--- config.mk ---
export PLATFORM = sky130hd
export DESIGN_NAME = gpio_cmd_responder
export DESIGN_NICKNAME = d
export VERILOG_FILES = /design/src/rtl/gpio_cmd_responder.sv
export SDC_FILE = /design/constraint.sdc
export NUM_CORES = 1
export LEC_CHECK = 0
export CAP_MARGIN = 20
export CORE_MARGIN = 5
export CORE_UTILIZATION = 45
export DETAILED_ROUTE_END_ITERATION = 7
export PLACE_DENSITY = 0.69
export SLEW_MARGIN = 20
export SYNTH_ARGS = -nofsm -noshare
export SYNTH_HDL_FRONTEND = slang
export SYNTH_SLANG_ARGS = --single-unit
--- constraint.sdc ---
create_clock -name i_clk -period 6.1 [get_ports i_clk]
set_clock_uncertainty 0.1 [all_clocks]
set_input_delay 1.22 -clock i_clk [delete_from_list [all_inputs] [get_ports i_clk]]
set_output_delay 1.22 -clock i_clk [all_outputs]
set_load 0.05 [all_outputs]
--- src/rtl/gpio_cmd_responder.sv ---
// gpio_cmd_responder
// Serves simple commands posted by a processor over a pair of GPIO words,
// using a four-phase request/ack handshake.
//   i_clk      : single clock for all logic
//   i_reset    : asynchronous, active-low reset
//   i_gpo      : command word [31:24] opcode, [23] request, [22:0] write data
//   o_gpi      : response word [31] ack, [30] error, [29:23] zero, [22:0] read data
//   i_sw       : board switches, sampled only by the switch-read command
//   o_leds_rgb : LED register bits [11:0] ({rgb3,rgb2,rgb1,rgb0})
//   o_leds     : LED register bits [13:12] (mono LEDs)
// Opcodes: 0x01 LED write, 0x02 switch read, 0x03 counter snapshot,
//          0x04 snapshot high bits, 0x05 counter clear, others -> error.
module gpio_cmd_responder #(
  parameter int NB_GPIOS    = 32,
  parameter int NB_SWITCHES = 4,
  parameter int NB_LEDS_REG = 14
) (
  input  logic                   i_clk,
  input  logic                   i_reset,
  input  logic [NB_GPIOS-1:0]    i_gpo,
  output logic [NB_GPIOS-1:0]    o_gpi,
  input  logic [NB_SWITCHES-1:0] i_sw,
  output logic [11:0]            o_leds_rgb,
  output logic [1:0]             o_leds
);

  localparam int DATA_W = 23;

  typedef enum logic [1:0] {
    ST_IDLE = 2'd0,
    ST_EXEC = 2'd1,
    ST_ACK  = 2'd2
  } state_t;

  state_t                  r_state;
  state_t                  w_state_nxt;
  logic                    r_armed;
  logic [7:0]              r_op;
  logic [NB_LEDS_REG-1:0]  r_wdata;
  logic [NB_LEDS_REG-1:0]  r_leds;
  logic [31:0]             r_cnt;
  logic [31:0]             r_snap;
  logic [DATA_W-1:0]       r_rdata;
  logic                    r_err;
  logic                    r_ack;

  logic                    w_req;
  logic                    w_latch;
  logic                    w_exec;
  logic                    w_ack_clr;
  logic                    w_leds_we;
  logic                    w_snap_we;
  logic                    w_cnt_clr;
  logic [DATA_W-1:0]       w_rdata_nxt;
  logic                    w_err_nxt;
  logic                    w_unused;

  assign w_req = i_gpo[23];

  // Upper write-data bits and the low snapshot half are architecturally
  // present but never routed anywhere (0x03 answers straight from the counter).
  assign w_unused = ^{i_gpo[DATA_W-1:NB_LEDS_REG], r_snap[DATA_W-1:0]};

  // FSM state register
  always_ff @(posedge i_clk or negedge i_reset) begin
    if (!i_reset) begin
      r_state <= ST_IDLE;
    end else begin
      r_state <= w_state_nxt;
    end
  end

  // FSM next-state logic: EXEC always lasts one cycle, ACK waits for request low
  always_comb begin
    w_state_nxt = r_state;
    case (r_state)
      ST_IDLE: if (r_armed && w_req) w_state_nxt = ST_EXEC; else w_state_nxt = ST_IDLE;
      ST_EXEC: w_state_nxt = ST_ACK;
      ST_ACK:  if (!w_req) w_state_nxt = ST_IDLE; else w_state_nxt = ST_ACK;
      default: w_state_nxt = ST_IDLE;
    endcase
  end

  // FSM output decode: latch strobe, execute strobe, ack release strobe
  always_comb begin
    w_latch   = 1'b0;
    w_exec    = 1'b0;
    w_ack_clr = 1'b0;
    case (r_state)
      ST_IDLE: if (r_armed && w_req) w_latch = 1'b1; else w_latch = 1'b0;
      ST_EXEC: w_exec = 1'b1;
      ST_ACK:  if (!w_req) w_ack_clr = 1'b1; else w_ack_clr = 1'b0;
      default: w_latch = 1'b0;
    endcase
  end

  // Opcode decode of the latched command; only acted on while executing
  always_comb begin
    w_leds_we   = 1'b0;
    w_snap_we   = 1'b0;
    w_cnt_clr   = 1'b0;
    w_rdata_nxt = {DATA_W{1'b0}};
    w_err_nxt   = 1'b0;
    case (r_op)
      8'h01: w_leds_we = 1'b1;
      8'h02: w_rdata_nxt = {{(DATA_W-NB_SWITCHES){1'b0}}, i_sw};
      8'h03: begin
        w_snap_we   = 1'b1;
        w_rdata_nxt = r_cnt[DATA_W-1:0];
      end
      8'h04: w_rdata_nxt = {14'd0, r_snap[31:DATA_W]};
      8'h05: w_cnt_clr = 1'b1;
      default: w_err_nxt = 1'b1;
    endcase
  end

  // Armed once request is seen low, so a request held through reset is ignored
  always_ff @(posedge i_clk or negedge i_reset) begin
    if (!i_reset) begin
      r_armed <= 1'b0;
    end else if (!w_req) begin
      r_armed <= 1'b1;
    end
  end

  // Command capture; later changes on the GPO word are ignored
  always_ff @(posedge i_clk or negedge i_reset) begin
    if (!i_reset) begin
      r_op    <= 8'd0;
      r_wdata <= {NB_LEDS_REG{1'b0}};
    end else if (w_latch) begin
      r_op    <= i_gpo[31:24];
      r_wdata <= i_gpo[NB_LEDS_REG-1:0];
    end
  end

  // LED register
  always_ff @(posedge i_clk or negedge i_reset) begin
    if (!i_reset) begin
      r_leds <= {NB_LEDS_REG{1'b0}};
    end else if (w_exec && w_leds_we) begin
      r_leds <= r_wdata;
    end
  end

  // Free-running counter; wraps silently, cleared by the clear command
  always_ff @(posedge i_clk or negedge i_reset) begin
    if (!i_reset) begin
      r_cnt <= 32'd0;
    end else if (w_exec && w_cnt_clr) begin
      r_cnt <= 32'd0;
    end else begin
      r_cnt <= r_cnt + 32'd1;
    end
  end

  // Counter snapshot
  always_ff @(posedge i_clk or negedge i_reset) begin
    if (!i_reset) begin
      r_snap <= 32'd0;
    end else if (w_exec && w_snap_we) begin
      r_snap <= r_cnt;
    end
  end

  // Response data/error, held until the next execute
  always_ff @(posedge i_clk or negedge i_reset) begin
    if (!i_reset) begin
      r_rdata <= {DATA_W{1'b0}};
      r_err   <= 1'b0;
    end else if (w_exec) begin
      r_rdata <= w_rdata_nxt;
      r_err   <= w_err_nxt;
    end
  end

  // Ack: raised as the command executes, dropped after request low is seen
  always_ff @(posedge i_clk or negedge i_reset) begin
    if (!i_reset) begin
      r_ack <= 1'b0;
    end else if (w_exec) begin
      r_ack <= 1'b1;
    end else if (w_ack_clr) begin
      r_ack <= 1'b0;
    end
  end

  assign o_gpi      = {r_ack, r_err, 7'd0, r_rdata};
  assign o_leds_rgb = r_leds[11:0];
  assign o_leds     = r_leds[13:12];

endmodule

==> qor.yml <==
outcome:
  result_of_the_run: "finished, final reports clean"
worst_setup_path:
  path_depth: 1
  setup.worst_path.class: "reg -> out"
  worst_setup_path_start_kind: "register"
  r2r_cells: 4
  worstSetupEndpointType: "output port"
  cp.arrival_ns: 1.55
  cp_top_family: "buffers and inverters"
  worstReg2RegEnd: "r_leds[7]"
  timing.critical_path.fanout_max: 2
  slowest_cp_cell: "clkdlybuf4s50_1"
  crit_required_ns: 4.78
  critical_path_buf_inv_count: 1
  rr_startpoint: "r_op[6]"
  worstPathCellList: "clkdlybuf4s50_1"
  critPathMaxStageDelay_ns: 0.81
  r2r_setup_slack_ns: 3.37
  crit_start: "r_rdata[13]"
global_route:
  grt_use_met3_pct: 3.61
  grt_start_max_net_pins: 68
  grt.total_usage_pct: 15.6
  global_route.peak_usage_layer: "met2"
  number_of_global_route_vias_before_repair: 3278
  global_route_wire_length_before_repair_um: 16200
  grt-ovfl-total: 0
  antenna_found_initial: 0
  grt.met1_usage_pct: 22.3
  use_met2_pct: 24.0
logic_synthesis:
  cells_after_synthesis: 429
  avgSynthCellArea_um2: 11.0
  post_synthesis_async_set_or_reset_flop_share_pct: 100
  seq_area_frac_synth_pct: 55.6
  ys_dominant_reg_cell: "dfrtp_1"
  synth_enable_flop_cells: 0
  yosys_register_bits: 105
  ys_warn_count: 0
  netlist_area_um2: 4720
  post_synth_num_cell_types: 43
timing:
  finalHoldWorstSlack_ns: 0.372
  final.min_clock_period_ns: 2.87
  report.final.slew_viol_count: 0
  worst_pin_slew_ns: 0.962
  max_freq_mhz: 349
  grt_setup_unrepaired: "false"
  finalSetupTns_ns: 0
  setup_violations: 0
  hold_violations: 0
  fin_crit_sh_pct: 47.0
  worst_slew_margin_rel_pct: 35.6
clock_tree:
  ctsLongestPathBuffers: 2
  cts.repair_timing.setup_buffer_count: 0
  cts-resized-gates: 0
  cts_inserted_buffers: 9
  clk_pin_slew_ns: 0.10
  tritoncts_clock_tree: "done"
  clock_sinks: 105
  postCtsHoldBufs: 0
  clock_insertion_delay_worst_skew_ns: 0.36
  cts_root_buffer: "clkbuf_8"
  cts.htree.levels: 3
placement:
  io_buffers: 67
  rd_place_congestion: 0.808
  detailed_place_hpwl_um: 6750
  placed_cells_incl_taps: 609
power:
  switching_portion_of_total_power_pct: 34.8
  p_clk_share_pct: 22.0
  sequentialPowerShare_pct: 52.0
  power.static_leakage_nw: 2.42
  power.internal_w: 0.00120
  combPwrFrac_pct: 26.0
  power.net_switching_w: 0.000641
  power.density_nw_per_um2: 326
  ir_drop_v: 0.000171
route:
  antenna_left: 0
  detail_route.iter0.violations: 175
  dr_total_vias: 3304
  wl_per_cell_um: 14.9
  drc: 0
  drt-vias-per-instance: 5.29
  first_pass_iters: 4
  postRouteWirelength_um: 9320
floorplanning:
  placeableCoreArea_um2: 10300
  top_level_ports: 84
  fp.dieArea_um2: 12600
  rows: 37
  initial_util_pct: 45.9
  die_h_um: 112
  die-width_um: 112
min_path:
  min_path_type: "reg -> reg"
  worstHoldPathCells: 2
  min-delay-start: "r_rdata[11]"
  worstHoldEndpoint: "r_rdata[11]"
finish:
  mostFrequentLayoutCells: "dfrtp_1 (105), clkdlybuf4s50_1 (66), nand2_1 (51)"
  final_cells: 624
  mostFrequentLayoutCell: "dfrtp_1"
  insertedDiodeCount: 0
  flow.area_growth_from_synthesis_pct: 19.6
  drive_gt1_share_pct: 15.0
  layout.nets: 523
flow_run:
  cap_violations: 0
==> through the flow <==
| step | power [W] | area, um^2 | worst slack, ns | util [%] |
|---|---|---|---|---|
| floorplan | 0.00131 | 4740 | 3.53 | - |
| global placement | 0.00143 | 5460 | 3.20 | 53.1 |
| detailed placement | 0.00145 | 5470 | 3.17 | 53.2 |
| CTS | 0.00186 | 5650 | 3.20 | 55.0 |
| global route | 0.00196 | 5650 | 3.17 | 55.0 |
| finish | 0.00184 | 5650 | 3.23 | 55.0 |
==> worst max path at each step <==
stage                  end  slack, ns
6_report         o_gpi[13]       3.23
5_1_grt          o_gpi[13]       3.17
4_1_cts          o_gpi[31]       3.20
3_5_place_dp   r_wdata[13]       3.17
3_3_place_gp    r_wdata[4]       3.20
2_1_floorplan      r_op[0]       3.53
==> layout make-up <==
class / count / area [um^2]
Clock buffer: 10 / 138
Clock inverter: 5 / 46.3
Fill cell: 889 / 4630
Inverter: 7 / 26.3
Multi-Input combinational cell: 290 / 1940
Sequential cell: 105 / 2630
Tap cell: 136 / 170
Timing Repair Buffer: 71 / 698
==> Yosys cell counts, drive strengths merged, types with 3 or more instances <==
master / number / area, um^2
dfrtp: 105 / 2630
nand2: 51 / 191
mux2: 44 / 495
nand3: 34 / 170
a21oi: 20 / 100
buf: 18 / 118
clkbuf: 15 / 56.3
nor2: 15 / 58.8
o21ai: 15 / 75.1
or4: 13 / 105
nand4: 10 / 83.8
a22oi: 9 / 67.6
o31ai: 9 / 67.6
inv: 7 / 26.3
xnor2: 7 / 61.3
nand2b: 6 / 37.5
nor4: 6 / 37.5
or3: 6 / 37.5
nor3: 5 / 25.0
and3: 4 / 25.0
nor2b: 4 / 25.0
xor2: 4 / 35.0
and4: 3 / 26.3
==> flip-flops by register name, indices dropped and copies added (netlist names) <==
name     count
r_cnt       32
r_rdata     23
r_leds      14
r_wdata     14
r_snap       9
r_op         8
r_state      2
r_ack        1
r_armed      1
r_err        1
==> power by group through the flow <==
stage	clock (W)	sequential, W	combinational (W)
after floorplan	0	0.000976	0.000334
after global placement	0	0.000961	0.000473
after detailed placement	0	0.000972	0.000483
after CTS	0.000422	0.000957	0.000485
after global routing	0.000450	0.000983	0.000528
final	0.000406	0.000958	0.000479
==> routing by layer <==
layer  vias to the layer above  routed length [um]
met5                         -                   0
met4                         0                  46
met3                         2                 517
met2                        70                4340
met1                      1601                4420
li1                       1631                   -
==> logic make-up (layout without fill, tap and decap cells) <==
kind of cell | Yosys count | after routing | synth area share, %
mux | 46 | 46 | 10.9
xor+xnor | 11 | 11 | 2.04
fa+ha+maj | 1 | 1 | 0.265
simple gates | 165 | 165 | 19.1
buf+inv | 40 | 93 | 4.24
other cells | 1 | 7 | 0.0794
flops | 105 | 105 | 55.6
compound gates | 60 | 60 | 7.71
Note: power is estimated with default switching activity, not from simulation.
